===== config.mk =====
export PLATFORM = sky130hd
export DESIGN_NAME = writeback_queue_flat
export DESIGN_NICKNAME = d
export VERILOG_FILES = /design/src/rtl/writeback_queue_if.sv /design/src/rtl/writeback_queue.sv /design/src/flat_wrapper.sv
export SDC_FILE = /design/constraint.sdc
export NUM_CORES = 1
export LEC_CHECK = 0
export CORE_UTILIZATION = 35
export DETAILED_ROUTE_END_ITERATION = 8
export PLACE_DENSITY = 0.61
export SYNTH_ARGS = -nofsm -noshare
export SYNTH_HDL_FRONTEND = slang
export SYNTH_SLANG_ARGS = --single-unit
export TNS_END_PERCENT = 100

===== constraint.sdc =====
create_clock -name CLK -period 15.7 [get_ports CLK]
set_input_delay 3.14 -clock CLK [delete_from_list [all_inputs] [get_ports CLK]]
set_output_delay 3.14 -clock CLK [all_outputs]
set_load 0.05 [all_outputs]

===== src/rtl/writeback_queue_if.sv =====
// Writeback queue bus: producer results and forwarding lookups in, register-file
// write port and status out.
interface writeback_queue_if;
   logic        aluValid;
   logic [4:0]  aluRd;
   logic [63:0] aluData;
   logic        memValid;
   logic [4:0]  memRd;
   logic [63:0] memData;
   logic [4:0]  qRn;
   logic [4:0]  qRm;
   logic [4:0]  Rd;
   logic [63:0] dataWrite;
   logic        regWR;
   logic        stall;
   logic        hitRn;
   logic        hitRm;
   logic [63:0] fwdRn;
   logic [63:0] fwdRm;
   logic [2:0]  count;
   logic        overflow;

   modport master (
      output aluValid, aluRd, aluData, memValid, memRd, memData, qRn, qRm,
      input  Rd, dataWrite, regWR, stall, hitRn, hitRm, fwdRn, fwdRm, count, overflow
   );

   modport slave (
      input  aluValid, aluRd, aluData, memValid, memRd, memData, qRn, qRm,
      output Rd, dataWrite, regWR, stall, hitRn, hitRm, fwdRn, fwdRm, count, overflow
   );
endinterface


===== src/rtl/writeback_queue.sv =====
// 4-entry writeback FIFO with a register-file output stage and youngest-match
// forwarding. Load results are ordered ahead of ALU results on the same edge.
module writeback_queue (
   input logic             CLK,
   input logic             RESETn,
   writeback_queue_if.slave wb
);

   localparam logic [4:0] Xzr = 5'd31;

   logic [4:0]  rdMem   [4];
   logic [63:0] dataMem [4];

   logic [1:0]  rdPtrQ, rdPtrD;
   logic [1:0]  wrPtrQ, wrPtrD;
   logic [2:0]  countQ, countD;
   logic        overflowQ, overflowD;
   logic [4:0]  rdQ;
   logic [63:0] dataQ;
   logic        regWrQ;

   logic        pop;
   logic        memOk, aluOk;
   logic        acceptMem, acceptAlu;
   logic [2:0]  free;
   logic [1:0]  aluPtr;

   always_comb begin
      pop       = (countQ != 3'd0);
      memOk     = wb.memValid && (wb.memRd != Xzr);
      aluOk     = wb.aluValid && (wb.aluRd != Xzr);
      // Slots freed by this edge's pop are reusable on the same edge.
      free      = 3'd4 - countQ + {2'b0, pop};
      acceptMem = memOk && (free != 3'd0);
      acceptAlu = aluOk && (free > {2'b0, acceptMem});
      aluPtr    = wrPtrQ + {1'b0, acceptMem};
      rdPtrD    = rdPtrQ + {1'b0, pop};
      wrPtrD    = wrPtrQ + {1'b0, acceptMem} + {1'b0, acceptAlu};
      countD    = countQ - {2'b0, pop} + {2'b0, acceptMem} + {2'b0, acceptAlu};
      overflowD = overflowQ || (memOk && !acceptMem) || (aluOk && !acceptAlu);
   end

   always_ff @(posedge CLK) begin
      if (!RESETn) begin
         rdPtrQ    <= 2'd0;
         wrPtrQ    <= 2'd0;
         countQ    <= 3'd0;
         overflowQ <= 1'b0;
         rdQ       <= 5'd0;
         dataQ     <= 64'd0;
         regWrQ    <= 1'b0;
      end else begin
         rdPtrQ    <= rdPtrD;
         wrPtrQ    <= wrPtrD;
         countQ    <= countD;
         overflowQ <= overflowD;
         regWrQ    <= pop;
         if (pop) begin
            rdQ   <= rdMem[rdPtrQ];
            dataQ <= dataMem[rdPtrQ];
         end
      end
   end

   // Storage needs no reset: occupancy alone decides which slots are live.
   always_ff @(posedge CLK) begin
      if (RESETn) begin
         if (acceptMem) begin
            rdMem[wrPtrQ]   <= wb.memRd;
            dataMem[wrPtrQ] <= wb.memData;
         end
         if (acceptAlu) begin
            rdMem[aluPtr]   <= wb.aluRd;
            dataMem[aluPtr] <= wb.aluData;
         end
      end
   end

   logic        hitN, hitM;
   logic [63:0] fwdN, fwdM;
   logic [1:0]  idx;

   // Oldest first, so later (younger) matches overwrite earlier ones.
   always_comb begin
      hitN = 1'b0;
      hitM = 1'b0;
      fwdN = 64'd0;
      fwdM = 64'd0;
      idx  = 2'd0;
      if (regWrQ && (rdQ == wb.qRn)) begin
         hitN = 1'b1;
         fwdN = dataQ;
      end
      if (regWrQ && (rdQ == wb.qRm)) begin
         hitM = 1'b1;
         fwdM = dataQ;
      end
      for (int i = 0; i < 4; i++) begin
         idx = rdPtrQ + 2'(i);
         if (3'(i) < countQ) begin
            if (rdMem[idx] == wb.qRn) begin
               hitN = 1'b1;
               fwdN = dataMem[idx];
            end
            if (rdMem[idx] == wb.qRm) begin
               hitM = 1'b1;
               fwdM = dataMem[idx];
            end
         end
      end
      if (wb.qRn == Xzr) begin
         hitN = 1'b0;
         fwdN = 64'd0;
      end
      if (wb.qRm == Xzr) begin
         hitM = 1'b0;
         fwdM = 64'd0;
      end
   end

   assign wb.Rd        = rdQ;
   assign wb.dataWrite = dataQ;
   assign wb.regWR     = regWrQ;
   assign wb.stall     = (countQ >= 3'd3);
   assign wb.hitRn     = hitN;
   assign wb.hitRm     = hitM;
   assign wb.fwdRn     = fwdN;
   assign wb.fwdRm     = fwdM;
   assign wb.count     = countQ;
   assign wb.overflow  = overflowQ;

endmodule


===== src/flat_wrapper.sv =====
// flat-port wrapper written by rule: the top's interface ports become plain ports
module writeback_queue_flat 
  (CLK, RESETn, wb_aluValid, wb_aluRd, wb_aluData, wb_memValid, wb_memRd, wb_memData, wb_qRn, wb_qRm, wb_Rd, wb_dataWrite, wb_regWR, wb_stall, wb_hitRn, wb_hitRm, wb_fwdRn, wb_fwdRm, wb_count, wb_overflow);
  writeback_queue_if wb_i ();
  input logic CLK;
  input logic RESETn;
  input wire logic [$bits(wb_i.aluValid)-1:0] wb_aluValid;
  input wire logic [$bits(wb_i.aluRd)-1:0] wb_aluRd;
  input wire logic [$bits(wb_i.aluData)-1:0] wb_aluData;
  input wire logic [$bits(wb_i.memValid)-1:0] wb_memValid;
  input wire logic [$bits(wb_i.memRd)-1:0] wb_memRd;
  input wire logic [$bits(wb_i.memData)-1:0] wb_memData;
  input wire logic [$bits(wb_i.qRn)-1:0] wb_qRn;
  input wire logic [$bits(wb_i.qRm)-1:0] wb_qRm;
  output wire logic [$bits(wb_i.Rd)-1:0] wb_Rd;
  output wire logic [$bits(wb_i.dataWrite)-1:0] wb_dataWrite;
  output wire logic [$bits(wb_i.regWR)-1:0] wb_regWR;
  output wire logic [$bits(wb_i.stall)-1:0] wb_stall;
  output wire logic [$bits(wb_i.hitRn)-1:0] wb_hitRn;
  output wire logic [$bits(wb_i.hitRm)-1:0] wb_hitRm;
  output wire logic [$bits(wb_i.fwdRn)-1:0] wb_fwdRn;
  output wire logic [$bits(wb_i.fwdRm)-1:0] wb_fwdRm;
  output wire logic [$bits(wb_i.count)-1:0] wb_count;
  output wire logic [$bits(wb_i.overflow)-1:0] wb_overflow;
  assign wb_i.aluValid = wb_aluValid;
  assign wb_i.aluRd = wb_aluRd;
  assign wb_i.aluData = wb_aluData;
  assign wb_i.memValid = wb_memValid;
  assign wb_i.memRd = wb_memRd;
  assign wb_i.memData = wb_memData;
  assign wb_i.qRn = wb_qRn;
  assign wb_i.qRm = wb_qRm;
  assign wb_Rd = wb_i.Rd;
  assign wb_dataWrite = wb_i.dataWrite;
  assign wb_regWR = wb_i.regWR;
  assign wb_stall = wb_i.stall;
  assign wb_hitRn = wb_i.hitRn;
  assign wb_hitRm = wb_i.hitRm;
  assign wb_fwdRn = wb_i.fwdRn;
  assign wb_fwdRm = wb_i.fwdRm;
  assign wb_count = wb_i.count;
  assign wb_overflow = wb_i.overflow;
  writeback_queue u_core (.CLK(CLK), .RESETn(RESETn), .wb(wb_i));
endmodule

# Word-level counts from Yosys, hierarchy flattened
# Memories as Yosys holds them, arrays and structs flattened. A register that Yosys moved wholly into a read port is not among the register bits.
# Index checks and enable logic that the tools add are counted.
totals:
  reg_bits: 78
  mem_bits_rw: 276
  input_bits: 152
  word_cells: 102
  mem_count: 2
memory_table:
  columns: ["name", "depth", "width", "rd", "rd_ports_with_merged_regs", "wr", "line", "text"]
  rows:
  - ["u_core.dataMem", 4, 64, 4, 1, 2, "writeback_queue.sv:12", "logic [63:0] dataMem [4];"]
  - ["u_core.rdMem", 4, 5, 4, 1, 2, "writeback_queue.sv:11", "logic [4:0] rdMem [4];"]
classes:
  addsub: 11
  order_cmp: 6
  eq_ne: 14
  n_mux: 48
  reduce_logical: 14
op_table:
  columns: ["cell", "count"]
  rows:
  - ["two-way mux 64 bit", 20]
  - ["== test 5 bit", 10]
  - ["two-way mux 1 bit", 26]
  - ["== test 5 bit (second input constant)", 2]
  - ["inequality test 5 bit (second input constant)", 2]
  - ["adder 3 x 1 -> 3 bit", 3]
  - ["logical AND 1 bit", 8]
  - ["adder 2 x 1 -> 2 bit", 3]
  - ["< comparator 1 x 3 -> 1 bit (first input constant)", 2]
  - ["< comparator 2 x 3 -> 1 bit (first input constant)", 2]
  - ["nonzero test 3 bit", 2]
  - ["adder 2 bit (second input constant)", 2]
  - ["two-way mux 2 bit", 2]
  - ["greater-or-equal comparator 3 x 2 -> 1 bit (second input constant)", 1]
  - ["greater-than comparator 3 x 1 -> 1 bit", 1]
  - ["subtractor 3 x 1 -> 3 bit", 1]
  - ["subtractor 3 bit (first input constant)", 1]
  - ["adder 2 x 1 -> 2 bit (second input constant)", 1]
  - ["zero test 1 bit", 2]
  - ["logical OR 1 bit", 2]

# Depth between registers and ports, before layout
# Gate-level depths: netlist of run 1.
depth:
  ltp_word: 12
  ltp_mapped: 12
  depth_no_buf: 12

# Worst setup path before layout of run 1
# No wires, ideal clock.
synth_timing:
  kind: "input -> register"
  from: "input wb_memRd[2]"
  to: "memory u_core.dataMem[0][0], enable pin"
  t_arrival_ns: 8.763
  t_required_ns: 15.102
  slack_ns: 6.339
  cell_stages: 5
  n_path_buf: 0
  path_cell_list: "nand3_1 -> o21ai_0 -> nor2_1 -> nand2_1 -> o31ai_1"
synth_rtl:
  columns: ["item", "line", "text"]
  rows:
  - ["start: declaration", "flat_wrapper.sv:11", "input wire logic [$bits(wb_i.memRd)-1:0] wb_memRd;"]
  - ["end: declaration", "writeback_queue.sv:12", null]

# Final worst setup path of run 1
layout_timing:
  from: "input wb_qRm[1]"
  to: "output wb_fwdRm[43]"
layout_via:
  elab_chain_cells: 12
  elab_cells_between_ends: 17
layout_rtl:
  columns: ["item", "line", "text"]
  rows:
  - ["start: declaration", "flat_wrapper.sv:14", "input wire logic [$bits(wb_i.qRm)-1:0] wb_qRm;"]
  - ["== test 5 bit", "writeback_queue.sv:94", "if (regWrQ && (rdQ == wb.qRm)) begin"]
  - ["logical AND 1 bit", "writeback_queue.sv:94", null]
  - ["two-way mux 64 bit", "writeback_queue.sv:94", null]
  - ["two-way mux 64 bit", "writeback_queue.sv:105", "if (rdMem[idx] == wb.qRm) begin"]
  - ["two-way mux 64 bit", "writeback_queue.sv:100", "if (3'(i) < countQ) begin"]
  - ["two-way mux 64 bit", "writeback_queue.sv:105", null]
  - ["two-way mux 64 bit", "writeback_queue.sv:100", null]
  - ["two-way mux 64 bit", "writeback_queue.sv:105", null]
  - ["two-way mux 64 bit", "writeback_queue.sv:100", null]
  - ["two-way mux 64 bit", "writeback_queue.sv:105", null]
  - ["two-way mux 64 bit", "writeback_queue.sv:100", null]
  - ["two-way mux 64 bit (*)", "writeback_queue.sv:115", "if (wb.qRm == Xzr) begin"]
  - ["end: declaration", "flat_wrapper.sv:22", "output wire logic [$bits(wb_i.fwdRm)-1:0] wb_fwdRm;"]
# Every way passes the cells marked *; elsewhere a longest branch is shown, timed or not.

==> key figures, run 1 <==
Synthesis
  – Mux contribution to synthesized area: 0.346
  – Mapped Nets: 2242
  – Synth area leaders: edfxtp_1 (31%), mux4_2 (23%), mux2_2 (12%), dfxtp_1 (5.8%), a221oi_1 (4.2%)
  – Combinational family with the most area after synthesis: multiplexers
  – Post-Synth Adder-Cell Area: 0.00464
  – YS warnings: 0
  – Syn Std Cell Area: 27000 sq um
  – Top cell type's share of synthesized area: 0.307
  – Post-Synth XOR/XNOR Area: 0.0181
  – Sequential share of the synthesized area: 0.365
  – Post-Synth Simple-Gate Area: 0.0673
  – Synth cell types: 55
  – Post-synth EDFFs: 276
  – Post-synthesis cell count: 2082
  – Synth Area in Compound Gates: 0.150
  – Area leader, netlist: edfxtp_1
  – Async S/R FF share, synth: 0
  – Mapped Avg Cell Area: 13.0 sq um
  – Top FF cell, synth: edfxtp_1
  – #FFs+latches synth: 354

Placement
  – Dpl hpwl: 61100 um
  – Place WS: 5.17 ns
  – RePlAce Congestion: 0.883
  – Placed insts: 3272
  – Port bufs: 356

STA
  – Final Setup Violations: 0
  – Tcrit/Tclk final: 0.672
  – Fmax: 0.0947 GHz
  – Rel. slew slack: 0.0907
  – Final WS setup: 5.14 ns
  – Worst slew pin tran: 1.36 ns
  – Count of final max-slew check failures: 0
  – Final Skew: 0.0305 ns
  – Fin Hold WS: 0.506 ns
  – Final Hold Viols: 0
  – Fin crit period: 10.56 ns
  – RSZ-0062 raised after global routing: no
  – TNS Setup: 0 ns

Global route
  – Vias in the first global route: 22513
  – Gr usage total: 0.250
  – Met1 Use GR: 0.305
  – Total gr overflow: 0
  – Number of antenna violations at the first check in global routing: 17
  – Largest net degree at the start of global routing: 86
  – First-pass GRT wire length: 146000 um
  – M2 GR Usage: 0.413
  – Grt met3 use: 0.0542
  – GR peak layer: met2

Critical path
  – Crit path DAT: 7.42 ns
  – Crit path capture type: output pin
  – Slowest CP cell: a21oi_4
  – Crit path kind: in -> out
  – CP Cell Sequence: clkdlybuf4s50_1 -> xor2_1 -> nor4_1 -> nand3_1 -> a21oi_4 -> buf_4 -> a221oi_1 -> o31ai_1 -> clkdlybuf4s50_1
  – CP max stage delay: 0.91 ns
  – CP Max Fanout: 38
  – Startpoint Class: primary input
  – Cell mode on critical path: clkdlybuf4s50_1
  – CP required: 12.56 ns

Final layout
  – Most frequent cells in the layout: clkdlybuf4s50_1 (355), mux2_2 (276), mux4_2 (276), edfxtp_1 (276), nand2_1 (146)
  – Area grow syn2layout: 20.2%
  – Area of the multi-input gates: 15900 sq um
  – Post-Layout Cell Count: 3367
  – Nets: 2449
  – Share of cells above drive strength 1: 0.341
  – Fillcell total: 6992
  – Area occupied by registers: 9860 sq um
  – Commonest non-fill, non-tap cell in the layout: clkdlybuf4s50_1

Clock tree
  – H-tree Lvls: 2
  – Post-CTS Resized: 0
  – CTS Buf Count: 45
  – CTS Hold Bufs: 0
  – Clock latency on the worst-skew pair: 0.60 ns
  – CTS clk-pin slew, worst paths: 0.05 ns
  – Setup Fix Bufs, Post-CTS: 0
  – CTS tree: built
  – Clock buffer depth: 3
  – Clk sinks: 354
  – CTS root buffer: clkbuf_16

Die
  – Die W: 280 um
  – IO Pins: 357
  – Initial Util: 0.354
  – Core Region: 76100 sq um
  – Core Rows: 101
  – Die Y: 280 um
  – Die Area: 78100 sq um

Power
  – Peak supply drop: 0.126 mV
  – Net Switching: 0.00272 W
  – Clock power frac: 0.170
  – Sequential share of power: 0.265
  – Power per Cell Area: 184 nW/um^2
  – Cell Int Power: 0.00324 W
  – Gate power share: 0.565
  – Pleak: 9.72 nW
  – Switching share of power: 0.457

Detailed routing
  – Average wire per standard cell: 29.8 um
  – Drt first pass iters: 6
  – Starting DRC count in detailed routing: 2684
  – Post-route DRC violation count: 0
  – Vias per cell: 6.61
  – Post-DRT Antenna Nets: 0
  – Via count: 22249
  – WL final: 100000 um

Run status
  – Run status: finished, final reports clean

Hold path
  – Hold Crit Class: reg -> reg

Job
  – Max-Cap Viols: 0
[per-layer routing]
layer | vias up | wire (um)
met2 | 1576 | 48400
li1 | 9072 | -
met5 | - | 74
met4 | 12 | 5120
met1 | 11204 | 36800
met3 | 385 | 9960
[final cells by class]
class | instances | area share
sequential | 354 | 0.304
clock buffer | 57 | 0.0378
clock inverter | 27 | 0.00567
tap | 1030 | 0.0398
multi-input combinational | 1483 | 0.492
inverter | 8 | 0.000965
antenna | 11 | 0.000849
timing repair buffer | 397 | 0.119
[power by group through the flow]
stage	clock, W	combinational (W)	sequential (W)
floorplan	0	0.00218	0.00177
global placement	0	0.00330	0.00157
detailed placement	0	0.00334	0.00159
CTS	0.00103	0.00335	0.00157
global route	0.00106	0.00354	0.00161
finish	0.00101	0.00337	0.00158
[critical path, delay by kind of cell]
family / cells / cell delay [ns]
buf+inv: 3 / 2.03
compound gates: 3 / 1.42
xor+xnor: 1 / 0.22
simple gates: 2 / 0.55
[registers in the layout (all words and copies together) (netlist names)]
register	flops
u_core.dataMem	256
u_core.rdMem	20
u_core.rdPtrQ	2
u_core.wb.Rd	5
u_core.wb.count	3
u_core.wb.dataWrite	64
u_core.wb.overflow	1
u_core.wb.regWR	1
u_core.wrPtrQ	2
[per-stage QoR]
stage	util	instance area (sq um)	total power (W)
finish	0.426	32400	0.00596
global route	0.426	32400	0.00622
CTS	0.426	32400	0.00595
detailed placement	0.407	31000	0.00493
global placement	0.407	31000	0.00487
floorplan	-	27000	0.00395
[worst paths after layout]
check / start / endpoint / slack (ns) / cells past startpoint
worst max-delay path: wb_qRm[1] / wb_fwdRm[43] / 5.14 / 9
worst min-delay path: u_core.wb.dataWrite[58] / u_core.wb.dataWrite[58] / 0.51 / 2
worst max register to register: u_core.wb.count[1] / u_core.rdMem[3][2] / 11.49 / 10
worst min register to register: u_core.wb.dataWrite[58] / u_core.wb.dataWrite[58] / 0.51 / 2
[logic make-up (layout without fill, tap and decap cells)]
| family | Yosys count | count (layout) |
|---|---|---|
| AO/OA/AOI/OAI | 471 | 471 |
| XOR/XNOR | 55 | 55 |
| adder cells (fa/ha/maj) | 9 | 9 |
| buffers and inverters | 245 | 489 |
| flip-flops | 354 | 354 |
| multiplexers | 552 | 552 |
| other | 0 | 11 |
| AND/OR/NAND/NOR | 396 | 396 |
[synthesized netlist by cell type, types with 3 or more instances]
library cell / instances
nand4_1: 4
a221oi_1: 128
dfxtp_1: 78
nor2_1: 141
edfxtp_1: 276
buf_2: 75
o31ai_1: 89
mux2_2: 276
inv_1: 7
xor2_1: 29
ha_1: 6
buf_4: 20
or2_2: 64
a21boi_0: 69
mux4_2: 276
o31ai_2: 40
and2_1: 8
nor4_1: 3
o21ai_0: 5
clkbuf_1: 112
nand3_1: 7
nor2b_1: 4
a32oi_1: 128
buf_6: 26
nand2_1: 147
xnor2_1: 25
No activity file was read; power rests on OpenSTA's default activity.
==> run 2: changes to the inputs <==
- clock period: 15.7 -> 10.8 ns (I/O delays scaled with it)
==> key figures, run 2 (same netlist as run 1, synthesis figures left out) <==
Final layout
  – Most frequent cells in the layout: clkdlybuf4s50_1 (355), mux2_2 (276), mux4_2 (276), edfxtp_1 (276), nand2_1 (146)
  – Commonest non-fill, non-tap cell in the layout: clkdlybuf4s50_1
  – Max reg flops: 256
  – Area grow syn2layout: 20.7%
  – Top reg by flops: u_core.dataMem
  – Share of cells above drive strength 1: 0.342
  – Nets: 2443
  – Post-Layout Cell Count: 3363

Power
  – Power per Cell Area: 270 nW/um^2
  – Pleak: 9.76 nW
  – Final total power: 0.00877 W
  – Peak supply drop: 0.274 mV

STA
  – Final WS setup: 2.31 ns
  – TNS Setup: 0 ns
  – Fin Hold WS: 0.502 ns
  – Fin crit period: 8.49 ns
  – RSZ-0062 raised after global routing: no
  – Final Skew: 0.0160 ns
  – Worst slew pin tran: 1.26 ns
  – Tcrit/Tclk final: 0.786
  – Final Hold Viols: 0
  – Rel. slew slack: 0.157
  – Fmax: 0.118 GHz
  – Count of final max-slew check failures: 0
  – Final Setup Violations: 0

Global route
  – Met1 Use GR: 0.307
  – Largest net degree at the start of global routing: 126
  – Gr usage total: 0.249
  – Number of antenna violations at the first check in global routing: 20
  – Total gr overflow: 0
  – Vias in the first global route: 22309
  – GR peak layer: met2
  – First-pass GRT wire length: 146000 um
  – Grt met3 use: 0.0515
  – M2 GR Usage: 0.418

Die
  – Die W: 280 um
  – Core Rows: 101
  – IO Pins: 357
  – Die Area: 78100 sq um
  – Core Region: 76100 sq um
  – Initial Util: 0.354
  – Die Y: 280 um

Clock tree
  – Post-CTS Resized: 0
  – CTS clk-pin slew, worst paths: 0.06 ns
  – Setup Fix Bufs, Post-CTS: 0
  – Clock buffer depth: 3
  – Clk sinks: 354
  – CTS root buffer: clkbuf_16
  – CTS Hold Bufs: 0
  – CTS Buf Count: 44
  – CTS tree: built
  – Clock latency on the worst-skew pair: 0.59 ns
  – H-tree Lvls: 2

Critical path
  – CP Max Fanout: 41
  – CP required: 8.64 ns
  – Startpoint Class: primary input
  – Crit path kind: in -> out
  – Crit path DAT: 6.33 ns
  – Crit path capture type: output pin

Detailed routing
  – Via count: 22201
  – Average wire per standard cell: 30.0 um
  – WL final: 101000 um
  – Post-route DRC violation count: 0
  – Vias per cell: 6.60
  – Starting DRC count in detailed routing: 2653
  – Drt first pass iters: 6
  – Post-DRT Antenna Nets: 0

Placement
  – Place WS: 2.44 ns
  – Dpl hpwl: 59500 um
  – RePlAce Congestion: 0.857
  – Port bufs: 356
  – Placed insts: 3267

Run status
  – Run status: finished, final reports clean

Hold path
  – Hold Crit Class: reg -> reg

Job
  – Max-Cap Viols: 0
-- run 2: final timing paths --
| check | startpoint | end | slack [ns] | cells past startpoint |
|---|---|---|---|---|
| max | wb_qRn[0] | wb_fwdRn[51] | 2.31 | 8 |
| min | u_core.wb.dataWrite[39] | u_core.wb.dataWrite[39] | 0.50 | 2 |
| max reg2reg | u_core.wb.count[2] | u_core.dataMem[3][18] | 6.16 | 10 |
| min reg2reg | u_core.wb.dataWrite[39] | u_core.wb.dataWrite[39] | 0.50 | 2 |
-- run 2: per-stage QoR --
| stage | utilization | cell area, sq um |
|---|---|---|
| after global placement | 0.407 | 31000 |
| after detailed placement | 0.407 | 31000 |
| final | 0.428 | 32500 |
| after floorplan | - | 27000 |
| after global routing | 0.428 | 32500 |
| after CTS | 0.427 | 32500 |
-- run 2: layout make-up --
type | instances | area, sq um
Inverter | 8 | 31.3
Antenna cell | 14 | 35.0
Fill cell | 6972 | 43500
Clock inverter | 23 | 293
Sequential cell | 354 | 9860
Timing Repair Buffer | 392 | 3870
Clock buffer | 59 | 1230
Tap cell | 1030 | 1290
Multi-Input combinational cell | 1483 | 15900
-- run 2: report_power, final --
group / internal, W / switching (W) / total, W
logic: 0.00197 / 0.00292 / 0.00490
registers: 0.00188 / 0.000409 / 0.00229
clock network: 0.000965 / 0.000617 / 0.00158
-- run 2: worst max-delay path, cell delays in order --
cell and delay [ns]:
clkdlybuf4s50_1 0.60, xor2_1 0.25, nor3_1 0.38, and3b_4 0.59, buf_4 0.69, a221oi_1 0.10, o31ai_1 0.55, clkdlybuf4s50_1 0.91
-- run 2: layer usage --
layer / part of all wire / wire [um]
met1: 0.37 / 37500
met4: 0.044 / 4400
met3: 0.096 / 9690
met2: 0.49 / 49100
met5: 0.00071 / 72
==> run 3: changes to the inputs <==
- clock period: 10.8 -> 8.4 ns (I/O delays scaled with it)
==> key figures, run 3 (same netlist as run 1, synthesis figures left out) <==
Run status
  – Run status: finished, final reports clean

Detailed routing
  – Via count: 22559
  – Drt first pass iters: 6
  – Post-DRT Antenna Nets: 0
  – Starting DRC count in detailed routing: 2445
  – Average wire per standard cell: 30.2 um
  – Post-route DRC violation count: 0
  – Vias per cell: 6.70
  – WL final: 102000 um

Die
  – IO Pins: 357
  – Core Region: 76100 sq um
  – Initial Util: 0.354
  – Core Rows: 101
  – Die Y: 280 um
  – Die W: 280 um
  – Die Area: 78100 sq um

Critical path
  – Crit path capture type: output pin
  – FF-to-FF End: u_core.dataMem[1][31]
  – Crit path kind: in -> out
  – Reg-to-reg startpoint: u_core.wb.count[2]
  – CP Max Fanout: 34
  – Crit path DAT: 5.55 ns
  – Flop-to-flop setup slack: 3.85 ns
  – Crit. Startpoint: wb_qRn[0]
  – CP required: 6.72 ns
  – Reg2reg path depth: 10
  – Startpoint Class: primary input

Hold path
  – Hold Crit Start: u_core.wb.overflow
  – WHS Endpoint: u_core.wb.overflow
  – Hold Crit Class: reg -> reg
  – Hold depth: 1

STA
  – Count of final max-slew check failures: 0
  – Fin Hold WS: 0.481 ns
  – Worst slew pin tran: 1.15 ns
  – Tcrit/Tclk final: 0.860
  – Final Hold Viols: 0
  – Final Setup Violations: 0
  – Fmax: 0.138 GHz
  – Rel. slew slack: 0.233
  – Final Skew: 0.0299 ns
  – RSZ-0062 raised after global routing: no
  – Fin crit period: 7.23 ns
  – TNS Setup: 0 ns

Final layout
  – Share of cells above drive strength 1: 0.341
  – Most frequent cells in the layout: clkdlybuf4s50_1 (355), mux2_2 (276), mux4_2 (276), edfxtp_1 (276), nand2_1 (146)
  – Commonest non-fill, non-tap cell in the layout: clkdlybuf4s50_1
  – Top reg by flops: u_core.dataMem
  – Max reg flops: 256
  – Area grow syn2layout: 20.6%
  – Nets: 2452

Job
  – Max-Cap Viols: 0

Global route
  – Vias in the first global route: 22292
  – Gr usage total: 0.250
  – First-pass GRT wire length: 146000 um
  – Largest net degree at the start of global routing: 153
  – Total gr overflow: 0
  – Number of antenna violations at the first check in global routing: 16

Clock tree
  – CTS clk-pin slew, worst paths: 0.06 ns
  – Post-CTS Resized: 0
  – CTS Hold Bufs: 0
  – Clock buffer depth: 3
  – CTS Buf Count: 45
  – CTS root buffer: clkbuf_16
  – H-tree Lvls: 2
  – Setup Fix Bufs, Post-CTS: 0
  – Clk sinks: 354
  – CTS tree: built
  – Clock latency on the worst-skew pair: 0.58 ns

Power
  – Power per Cell Area: 343 nW/um^2
  – Peak supply drop: 0.250 mV
  – Pleak: 9.74 nW

Placement
  – Dpl hpwl: 61500 um
  – Port bufs: 356
  – RePlAce Congestion: 0.884
-- run 3: cell types whose count changed in the layout (fill, tap and decap cells not counted) --
| cell | before | now |
|---|---|---|
| buf_4 | 34 | 36 |
| buf_12 | 3 | 9 |
| clkinvlp_4 | 0 | 3 |
| bufinv_16 | 7 | 2 |
| clkbuf_8 | 5 | 0 |
| diode_2 | 14 | 11 |
| inv_6 | 2 | 0 |
| clkinv_4 | 0 | 1 |
| clkinv_8 | 0 | 1 |
| clkbuf_1 | 9 | 8 |
| clkbuf_16 | 45 | 46 |
| clkinv_1 | 4 | 12 |
-- run 3: metrics by stage --
stage | power, W | cell area [sq um] | setup WS [ns] | utilization | instances
6_report | 0.0112 | 32500 | 1.17 | 0.428 | 3369
4_1_cts | 0.0111 | 32500 | 1.31 | 0.427 | 3358
2_1_floorplan | 0.00738 | 27000 | 0.499 | - | 2082
3_5_place_dp | 0.00927 | 31100 | 1.33 | 0.409 | 3275
3_3_place_gp | 0.00914 | 31100 | 1.36 | 0.409 | 3275
5_1_grt | 0.0116 | 32500 | 1.15 | 0.427 | 3367
-- run 3: power by group --
| part | internal [W] | switching (W) | total, W |
|---|---|---|---|
| combinational | 0.00256 | 0.00383 | 0.00638 |
| sequential | 0.00242 | 0.000506 | 0.00293 |
| clock | 0.00106 | 0.000792 | 0.00185 |
-- run 3: worst max-delay path by stage --
stage	endpoint	cells past startpoint	slack, ns
6_report	wb_fwdRn[12]	8	1.17
5_1_grt	wb_fwdRn[12]	8	1.15
4_1_cts	wb_fwdRn[12]	8	1.31
3_5_place_dp	wb_fwdRn[12]	8	1.33
3_3_place_gp	wb_fwdRn[12]	8	1.36
2_1_floorplan	u_core.dataMem[0][0]	5	0.50
-- run 3: per-layer routing --
layer	GRT usage	part of all wire
met5	0	0.00071
met2	0.420	0.49
met4	0.114	0.043
met3	0.0472	0.090
met1	0.312	0.38
-- run 3: cell type report --
class,count,area [sq um]
Inverter,8,31.3
Clock inverter,29,203
Clock buffer,54,1180
Multi-Input combinational cell,1483,15900
Antenna cell,11,27.5
Tap cell,1030,1290
Timing Repair Buffer,400,4000
Fill cell,6969,43600
Sequential cell,354,9860
-- run 3: critical path: stages --
cell and delay [ns]:
clkdlybuf4s50_1 0.62, xor2_1 0.25, nor3_1 0.41, and3b_4 0.77, buf_4 0.41, a221oi_1 0.11
o31ai_2 0.39, clkdlybuf4s50_1 0.88
